**src/rtl/w21_rom_seq_pkg.sv**
```systemverilog
// Shared types and sizing for the 21-bit weight-ROM column sequencers.
// Imported by every column sequencer and by the layer top.
package w21_rom_seq_pkg;

    localparam int W21_DEPTH  = 300;
    localparam int W21_ADDR_W = 9;
    localparam int W21_DATA_W = 21;

    typedef enum logic [1:0] {
        IDLE  = 2'd0,
        RUN   = 2'd1,
        DRAIN = 2'd2
    } state_e;

endpackage

```
**src/rtl/w21_beat_reg.sv**
```systemverilog
// Single-entry output register for a weight stream: data/addr/last plus valid,
// held while the consumer stalls so a beat is never dropped or repeated.
module w21_beat_reg
    import w21_rom_seq_pkg::*;
#(
    parameter int ADDR_W = W21_ADDR_W,
    parameter int DATA_W = W21_DATA_W
) (
    input  logic              clk,
    input  logic              rst,
    input  logic              flush_i,
    input  logic              load_i,
    input  logic [DATA_W-1:0] data_i,
    input  logic [ADDR_W-1:0] addr_i,
    input  logic              last_i,
    input  logic              ready_i,
    output logic              free_o,
    output logic [DATA_W-1:0] data_o,
    output logic [ADDR_W-1:0] addr_o,
    output logic              last_o,
    output logic              valid_o
);

    logic [DATA_W-1:0] data_q;
    logic [ADDR_W-1:0] addr_q;
    logic              last_q;
    logic              valid_q;

    // Callers only load when free_o is high, so a stalled beat is never overwritten.
    always_ff @(posedge clk) begin
        if (rst) begin
            data_q  <= '0;
            addr_q  <= '0;
            last_q  <= 1'b0;
            valid_q <= 1'b0;
        end else if (flush_i) begin
            last_q  <= 1'b0;
            valid_q <= 1'b0;
        end else if (load_i) begin
            data_q  <= data_i;
            addr_q  <= addr_i;
            last_q  <= last_i;
            valid_q <= 1'b1;
        end else if (valid_q && ready_i) begin
            last_q  <= 1'b0;
            valid_q <= 1'b0;
        end
    end

    assign free_o  = !valid_q || ready_i;
    assign data_o  = data_q;
    assign addr_o  = addr_q;
    assign last_o  = last_q;
    assign valid_o = valid_q;

endmodule

```
**src/rtl/w21_rom_seq_ctrl.sv**
```systemverilog
// Walks one weight-ROM column from address 0 to DEPTH-1 and streams each weight,
// tagged with its address, to the MAC over valid/ready with full backpressure.
module w21_rom_seq_ctrl
    import w21_rom_seq_pkg::*;
#(
    parameter int ADDR_W = W21_ADDR_W,
    parameter int DATA_W = W21_DATA_W,
    parameter int DEPTH  = W21_DEPTH
) (
    input  logic              clk,
    input  logic              rst,
    input  logic              start,
    input  logic              abort,
    output logic [ADDR_W-1:0] rom_adrs,
    input  logic [DATA_W-1:0] rom_data,
    output logic [DATA_W-1:0] w_data,
    output logic [ADDR_W-1:0] w_addr,
    output logic              w_valid,
    output logic              w_last,
    input  logic              w_ready,
    output logic              busy,
    output logic              done
);

    localparam logic [ADDR_W-1:0] LAST_ADDR = ADDR_W'(DEPTH - 1);

    state_e            state_q;
    logic [ADDR_W-1:0] cnt_q;
    logic              done_q;
    logic              slot_free;
    logic              load;
    logic              at_last;

    assign at_last = (cnt_q == LAST_ADDR);
    assign load    = (state_q == RUN) && slot_free;

    // The counter parks at LAST_ADDR in DRAIN, so rom_adrs never leaves 0..DEPTH-1.
    always_ff @(posedge clk) begin
        if (rst) begin
            state_q <= IDLE;
            cnt_q   <= '0;
            done_q  <= 1'b0;
        end else begin
            done_q <= 1'b0;
            if (abort) begin
                state_q <= IDLE;
                cnt_q   <= '0;
            end else begin
                case (state_q)
                    IDLE: begin
                        if (start) begin
                            state_q <= RUN;
                            cnt_q   <= '0;
                        end
                    end
                    RUN: begin
                        if (load) begin
                            if (at_last) begin
                                state_q <= DRAIN;
                            end else begin
                                cnt_q <= cnt_q + 1'b1;
                            end
                        end
                    end
                    DRAIN: begin
                        if (w_valid && w_ready) begin
                            state_q <= IDLE;
                            cnt_q   <= '0;
                            done_q  <= 1'b1;
                        end
                    end
                    default: begin
                        state_q <= IDLE;
                        cnt_q   <= '0;
                    end
                endcase
            end
        end
    end

    w21_beat_reg #(
        .ADDR_W (ADDR_W),
        .DATA_W (DATA_W)
    ) u_beat (
        .clk     (clk),
        .rst     (rst),
        .flush_i (abort),
        .load_i  (load),
        .data_i  (rom_data),
        .addr_i  (cnt_q),
        .last_i  (at_last),
        .ready_i (w_ready),
        .free_o  (slot_free),
        .data_o  (w_data),
        .addr_o  (w_addr),
        .last_o  (w_last),
        .valid_o (w_valid)
    );

    assign rom_adrs = cnt_q;
    assign busy     = (state_q != IDLE);
    assign done     = done_q;

endmodule

```
**config.mk**
```make
export PLATFORM = sky130hd
export DESIGN_NAME = w21_rom_seq_ctrl
export DESIGN_NICKNAME = d
export VERILOG_FILES = /design/src/rtl/w21_rom_seq_pkg.sv /design/src/rtl/w21_beat_reg.sv /design/src/rtl/w21_rom_seq_ctrl.sv
export SDC_FILE = /design/constraint.sdc
export NUM_CORES = 1
export LEC_CHECK = 0
export BUFFER_PORTS_ARGS = -buffer_cell sky130_fd_sc_hd__buf_2
export CORE_ASPECT_RATIO = 1.75
export CORE_MARGIN = 2
export CORE_UTILIZATION = 30
export DETAILED_ROUTE_END_ITERATION = 16
export PLACE_DENSITY_LB_ADDON = 0.2
export SLEW_MARGIN = 20
export SYNTH_ARGS = -nofsm -noshare
export SYNTH_HDL_FRONTEND = slang
export SYNTH_SLANG_ARGS = --single-unit
```
**constraint.sdc**
```tcl
create_clock -name clk -period 2 [get_ports clk]
set_clock_uncertainty 0.2 [all_clocks]
set_input_delay 0.1 -clock clk [delete_from_list [all_inputs] [get_ports clk]]
set_output_delay 0.1 -clock clk [all_outputs]
set_load 0.03 [all_outputs]
```
=== Yosys cells after proc, flatten, opt, wreduce, memory -nomap -nowiden ===
Index checks and enable logic that the tools add are counted.

* Flip-flop bits (word level): 44
* Bits in latches: 0
* Memory bits (writable): 0
* Bits in read-only memories: 0
* Input port bits: 26
* Output and inout port bits: 43
* Word-level logic and storage cells: 44
* Memories: 0

* $add $sub $neg: 1
* Multiply operators: 0
* Divide/modulo/power cells: 0
* $lt $le $gt $ge: 0
* Equality and inequality tests: 8
* Shift operators: 0
* Mux-type cells: 14
* Bitwise operators: 2
* Reduce and logical (&&, ||, !) cells: 12

{| class="wikitable"
|+ Operator list
! operator !! number
|-
| 9-bit two-way mux || 4
|-
| 9-bit case mux with 3 select lines || 1
|-
| 9-bit by 1-bit adder with 9-bit output, second input constant || 1
|-
| 9-bit equality test, second input constant || 1
|-
| 2-bit two-way mux || 4
|-
| 2-bit != test, second input constant || 4
|-
| 4-bit AND reduction || 2
|-
| 2-bit case mux with 3 select lines || 1
|-
| 1-bit two-way mux || 4
|-
| 2-bit nonzero test || 2
|-
| 3-bit OR reduction || 1
|-
| 2-bit by 1-bit equality test with 1-bit output, second input constant || 1
|-
| 2-bit equality test, second input constant || 1
|-
| 1-bit logical AND || 2
|-
| 2-bit logical NOT || 1
|-
| 2-bit by 1-bit != test with 1-bit output, second input constant || 1
|-
| 1-bit inverter || 2
|-
| 2-bit AND reduction || 1
|-
| 2-bit OR reduction || 1
|-
| 1-bit logical NOT || 1
|-
| 1-bit logical OR || 1
|}

=== Logic depth before layout (Yosys ltp) ===
* Depth after elaboration: 5
* Depth in mapped cells: 6
* Mapped depth without buffers: 5

=== Hierarchy ===
From an unflattened synthesis, not the netlist that was laid out.

* Cells, all modules: 214
* Area total of the unflattened synthesis: 1,770.4 sq um

{| class="wikitable"
|+ Modules (own cells, without submodules)
! module !! instances !! cells an instance !! area an instance (sq um) !! seq. area each (sq um)
|-
| w21_beat_reg || 1 || 140 || 1,109.8 || 640.6
|-
| w21_rom_seq_ctrl || 1 || 74 || 660.6 || 240.2
|}

=== Worst setup path before layout ===
No wires, ideal clock.

* Path type: register to register
* Start point: reg cnt_q[0], in the netlist rom_adrs[0]
* End point: reg cnt_q[8], in the netlist rom_adrs[8]
* Data arrival time: 1.741 ns
* Data required time: 1.733 ns
* Setup slack: -0.008 ns
* Cell stages (with the launch flop): 6
* Cell sequence: dfxtp_1 ha_1 nand3_2 or3_1 a2111o_1 o21ai_2

* Cells in the longest elaborated chain, start to end: 4

{| class="wikitable"
|+ Ends and longest elaborated chain
! what !! RTL line !! source
|-
| start: declaration || w21_rom_seq_ctrl.sv:28 || <nowiki>logic [ADDR_W-1:0] cnt_q;</nowiki>
|-
| start signal: assignment || w21_rom_seq_ctrl.sv:61 || <nowiki>cnt_q <= cnt_q + 1'b1;</nowiki>
|-
| 9-bit by 1-bit adder with 9-bit output || w21_rom_seq_ctrl.sv:61 ||
|-
| 9-bit two-way mux || w21_rom_seq_ctrl.sv:58 || <nowiki>if (at_last) begin</nowiki>
|-
| 9-bit two-way mux || w21_rom_seq_ctrl.sv:57 || <nowiki>if (load) begin</nowiki>
|-
| 9-bit case mux with 3 select lines || w21_rom_seq_ctrl.sv:49 || <nowiki>case (state_q)</nowiki>
|}

Several ways; a longest one is shown, not always the timed one. The select of a mux whose other input is x is not followed.
A chain may end at the register's enable or synchronous reset.

=== Final worst setup path ===
Same ends and word-level chain as after synthesis.

==> out/qor.csv <==
stage,metric,value,unit
routing,detailed-route via count,1803,
grt,global-route wire length before repair,8073,µm
cts,cts bufs inserted,5,
routing,Antenna Nets Post-Route,0,
place,Routability Congestion,0.7569,
finish,Antenna diodes,0,
floorplan,die area,0.006723,mm²
worst_setup_path,WS Path Type,flop to flop,
place,pre-CTS worst setup slack,175.0,ps
place,Post-Place Cell Area,0.002255,mm²
cts,root buffer cell,clkbuf_8,
power_and_ir_drop,Leak,1.058,nW
cts,postcts setup bufs,0,
cts,worst skew pair latency,300,ps
worst_setup_path,Critical Path Slowest Stage Cell,a2111o_1,
grt,GRT Overall Usage,15.48,%
timing,Peak Freq,545.8,MHz
timing,# setup viols final,0,
worst_setup_path,Critical Path AT,1880,ps
routing,Vias per Instance,4.611,
power_and_ir_drop,Peak VDD IR,0.3183,mV
floorplan,Top-Level Pins,69,
worst_setup_path,critical path cell sequence,"ha_1, nand3_2, or3_1, a2111o_1, o21ai_2",
floorplan,# rows,37,
yosys,syn_area_per_cell,8.226,µm²
finish,fill cell count,615,
timing,RSZ-0062 raised after global routing,false,
routing,detailed-router iteration count before antenna repair,4,
yosys,synth unique cells,42,
floorplan,Die Ht,107.0,µm
cts,CTS tree,yes,
worst_setup_path,"Data required, critical path",2040,ps
place,DPL Wire Length,3354,µm
grt,vias in the first global route,1730,
timing,Final period util,91.61,%
floorplan,Initial Util,30.92,%
timing,Fin. Hold Viols,0,
routing,Routed WL,4961,µm
yosys,Mapped Cells,221,
worst_setup_path,CP peak stage delay,420,ps
worst_setup_path,CP bufs+invs,0,
yosys,register area share after synthesis,48.45,%
finish,Post-Layout Inst Area,0.002575,mm²
yosys,Synth Warn #,0,
routing,routed len/inst,12.69,µm
worst_setup_path,worst-path maximum fanout,6,
grt,initial antenna violation count,0,
routing,drt drc,0,
place,Buffers on Ports,68,
hold_path,Hold WC Path Type,input port to flop,
timing,final slew viol count,0,
cts,"CTS clk-pin slew, worst paths",80,ps
cts,H-tree Lvls,2,
worst_setup_path,crit start category,flop,
yosys,post-synthesis register bit count,44,
timing,Rel. slew slack,67.32,%
yosys,syn nets,248,
run,max cap viols,0,
status,outcome,"complete, no violations",
finish,area taken by multi-input logic gates,857.1,µm²
cts,TritonCTS sink count,44,
routing,DR iter-0 viols,81,
timing,Final min period,1832,ps
grt,largest net degree at the start of global routing,32,
worst_setup_path,Critical Path End Type,flop,
yosys,Mapped Area,0.001818,mm²
finish,Layout Nets,339,
cts,clock buffer depth,2,
finish,Layout area overhead,41.64,%
timing,slack of the critical path,167.8,ps
timing,final setup TNS,0,ps
finish,FF/Latch Area,882.1,µm²
worst_setup_path,cell family with most CP delay,simple AND/OR/NAND/NOR gates,
cts,# resized after CTS,0,
grt,total gr overflow,0,
power_and_ir_drop,PwrDens,646.2,mW/mm²
floorplan,die width,62.85,µm
finish,share of cells above drive strength 1,29.39,%
timing,worst slew pin tran,488.4,ps
cts,hold_buf cts,23,
floorplan,core area,0.005879,mm²
==> path summary, 6_finish.rpt <==
path | start | to | slack (ps) | cells past startpoint
max | rom_adrs[0] | rom_adrs[8] | 170 | 5
min | abort | rom_adrs[8] | 50 | 4
max reg2reg | rom_adrs[0] | rom_adrs[8] | 170 | 5
min reg2reg | u_beat.addr_o[2] | u_beat.addr_o[2] | 250 | 2
==> logic make-up (layout without fill, tap and decap cells) <==
family / Yosys count / count (layout) / share of synthesized area (%)
DFF: 44 / 44 / 48.45
AOI/OAI and AO/OA: 55 / 55 / 17.96
buffers and inverters: 15 / 107 / 4.749
adders and majority gates: 1 / 1 / 0.6881
and+or+nand+nor: 105 / 105 / 27.67
xor gates and xnor gates: 1 / 1 / 0.4818
==> per-layer routing <==
| layer | global-route usage (%) | vias up | share of wire, % |
|---|---|---|---|
| met5 | 0 | - | 0 |
| met4 | 8.413 | 0 | 1.9 |
| met3 | 3.673 | 6 | 4.2 |
| met2 | 28.34 | 42 | 53 |
| met1 | 16.02 | 819 | 41 |
| li1 | - | 936 | - |
==> synth_stat cells <==
| master | count | area [µm²] |
|---|---|---|
| or2b_4 | 1 | 11.26 |
| buf_2 | 7 | 35.03 |
| o211ai_1 | 2 | 15.01 |
| and2b_4 | 1 | 10.01 |
| or4b_1 | 1 | 10.01 |
| nor2_1 | 7 | 26.28 |
| ha_1 | 1 | 12.51 |
| nor3_2 | 1 | 10.01 |
| buf_6 | 1 | 11.26 |
| nand4b_1 | 1 | 8.760 |
| o41ai_1 | 1 | 8.760 |
| nand4bb_1 | 2 | 22.52 |
| clkbuf_8 | 1 | 13.76 |
| a21oi_2 | 1 | 8.760 |
| nor3_1 | 2 | 10.01 |
| buf_4 | 1 | 7.510 |
| nor2b_1 | 2 | 12.51 |
| o21ai_2 | 1 | 8.760 |
| o22ai_1 | 3 | 18.77 |
| and3_1 | 1 | 6.260 |
| a21oi_1 | 35 | 175.2 |
| nand4_1 | 1 | 6.260 |
| nand2_1 | 68 | 255.2 |
| o21ai_0 | 4 | 20.02 |
| nand2_4 | 1 | 11.26 |
| or2_1 | 1 | 6.260 |
| dfxtp_1 | 44 | 880.8 |
| and3_2 | 1 | 7.510 |
| clkbuf_1 | 3 | 11.26 |
| or4_1 | 1 | 7.510 |
| or3_1 | 6 | 37.54 |
| or2_2 | 2 | 12.51 |
| a21o_1 | 1 | 7.510 |
| inv_1 | 2 | 7.510 |
| o32ai_2 | 1 | 16.27 |
| nand3_2 | 1 | 10.01 |
| a31oi_1 | 3 | 18.77 |
| a32oi_1 | 2 | 17.52 |
| nand3_1 | 3 | 15.01 |
| xnor2_1 | 1 | 8.760 |
| a2111o_1 | 1 | 11.26 |
| nand2b_1 | 1 | 6.260 |
==> cell usage in the layout, fill, tap and decap left out, types with 2 or more instances in the layout <==
| master | instances |
|---|---|
| o21ai_0 | 4 |
| buf_2 | 68 |
| or2_2 | 2 |
| nor2b_1 | 2 |
| nand4bb_1 | 2 |
| inv_1 | 2 |
| o211ai_1 | 2 |
| nor2_1 | 7 |
| buf_4 | 4 |
| dlygate4sd3_1 | 23 |
| a21oi_1 | 35 |
| nand2_1 | 68 |
| o22ai_1 | 3 |
| nand3_1 | 3 |
| or3_1 | 6 |
| dfxtp_1 | 43 |
| a32oi_1 | 2 |
| a31oi_1 | 3 |
| clkbuf_8 | 6 |
| clkbuf_1 | 2 |
| nor3_1 | 2 |
| buf_12 | 2 |
==> cell type report <==
class	instances	share of cell area, %
Multi-Input combinational cell	162	33.28
Timing Repair Buffer	97	24.88
Inverter	2	0.2915
Tap cell	78	3.790
Clock buffer	8	3.499
Sequential cell	44	34.26
==> worst reg2reg max path, cell delays in order (launching register included) <==
cell and delay, ps:
dfxtp_2 370, ha_1 260, nand3_2 120, or3_1 360, a2111o_1 420, o21ai_2 60
==> registers in the layout, indices dropped and copies added, names as in the netlist <==
name and count:
done 1, rom_adrs 9, state_q 2, u_beat.addr_o 9
u_beat.data_o 21, u_beat.last_o 1, u_beat.valid_o 1
==> power by group <==
part	total (mW)	switching (mW)	internal, mW
sequential	0.898	0.00980	0.888
clock	0.584	0.301	0.282
combinational	0.182	0.0986	0.0838
==> through the flow <==
stage / hold WS, ps / std cells / util (%) / total power, mW
after floorplan: 36.00 / 221 / - / 1.007
after global placement: 143.2 / 360 / 38.35 / 1.069
after detailed placement: 147.5 / 360 / 38.35 / 1.069
after CTS: 30.85 / 391 / 43.80 / 1.693
after global routing: 50.51 / 391 / 43.80 / 1.748
final: 46.75 / 391 / 43.80 / 1.664
No activity file was read; power rests on OpenSTA's default activity.
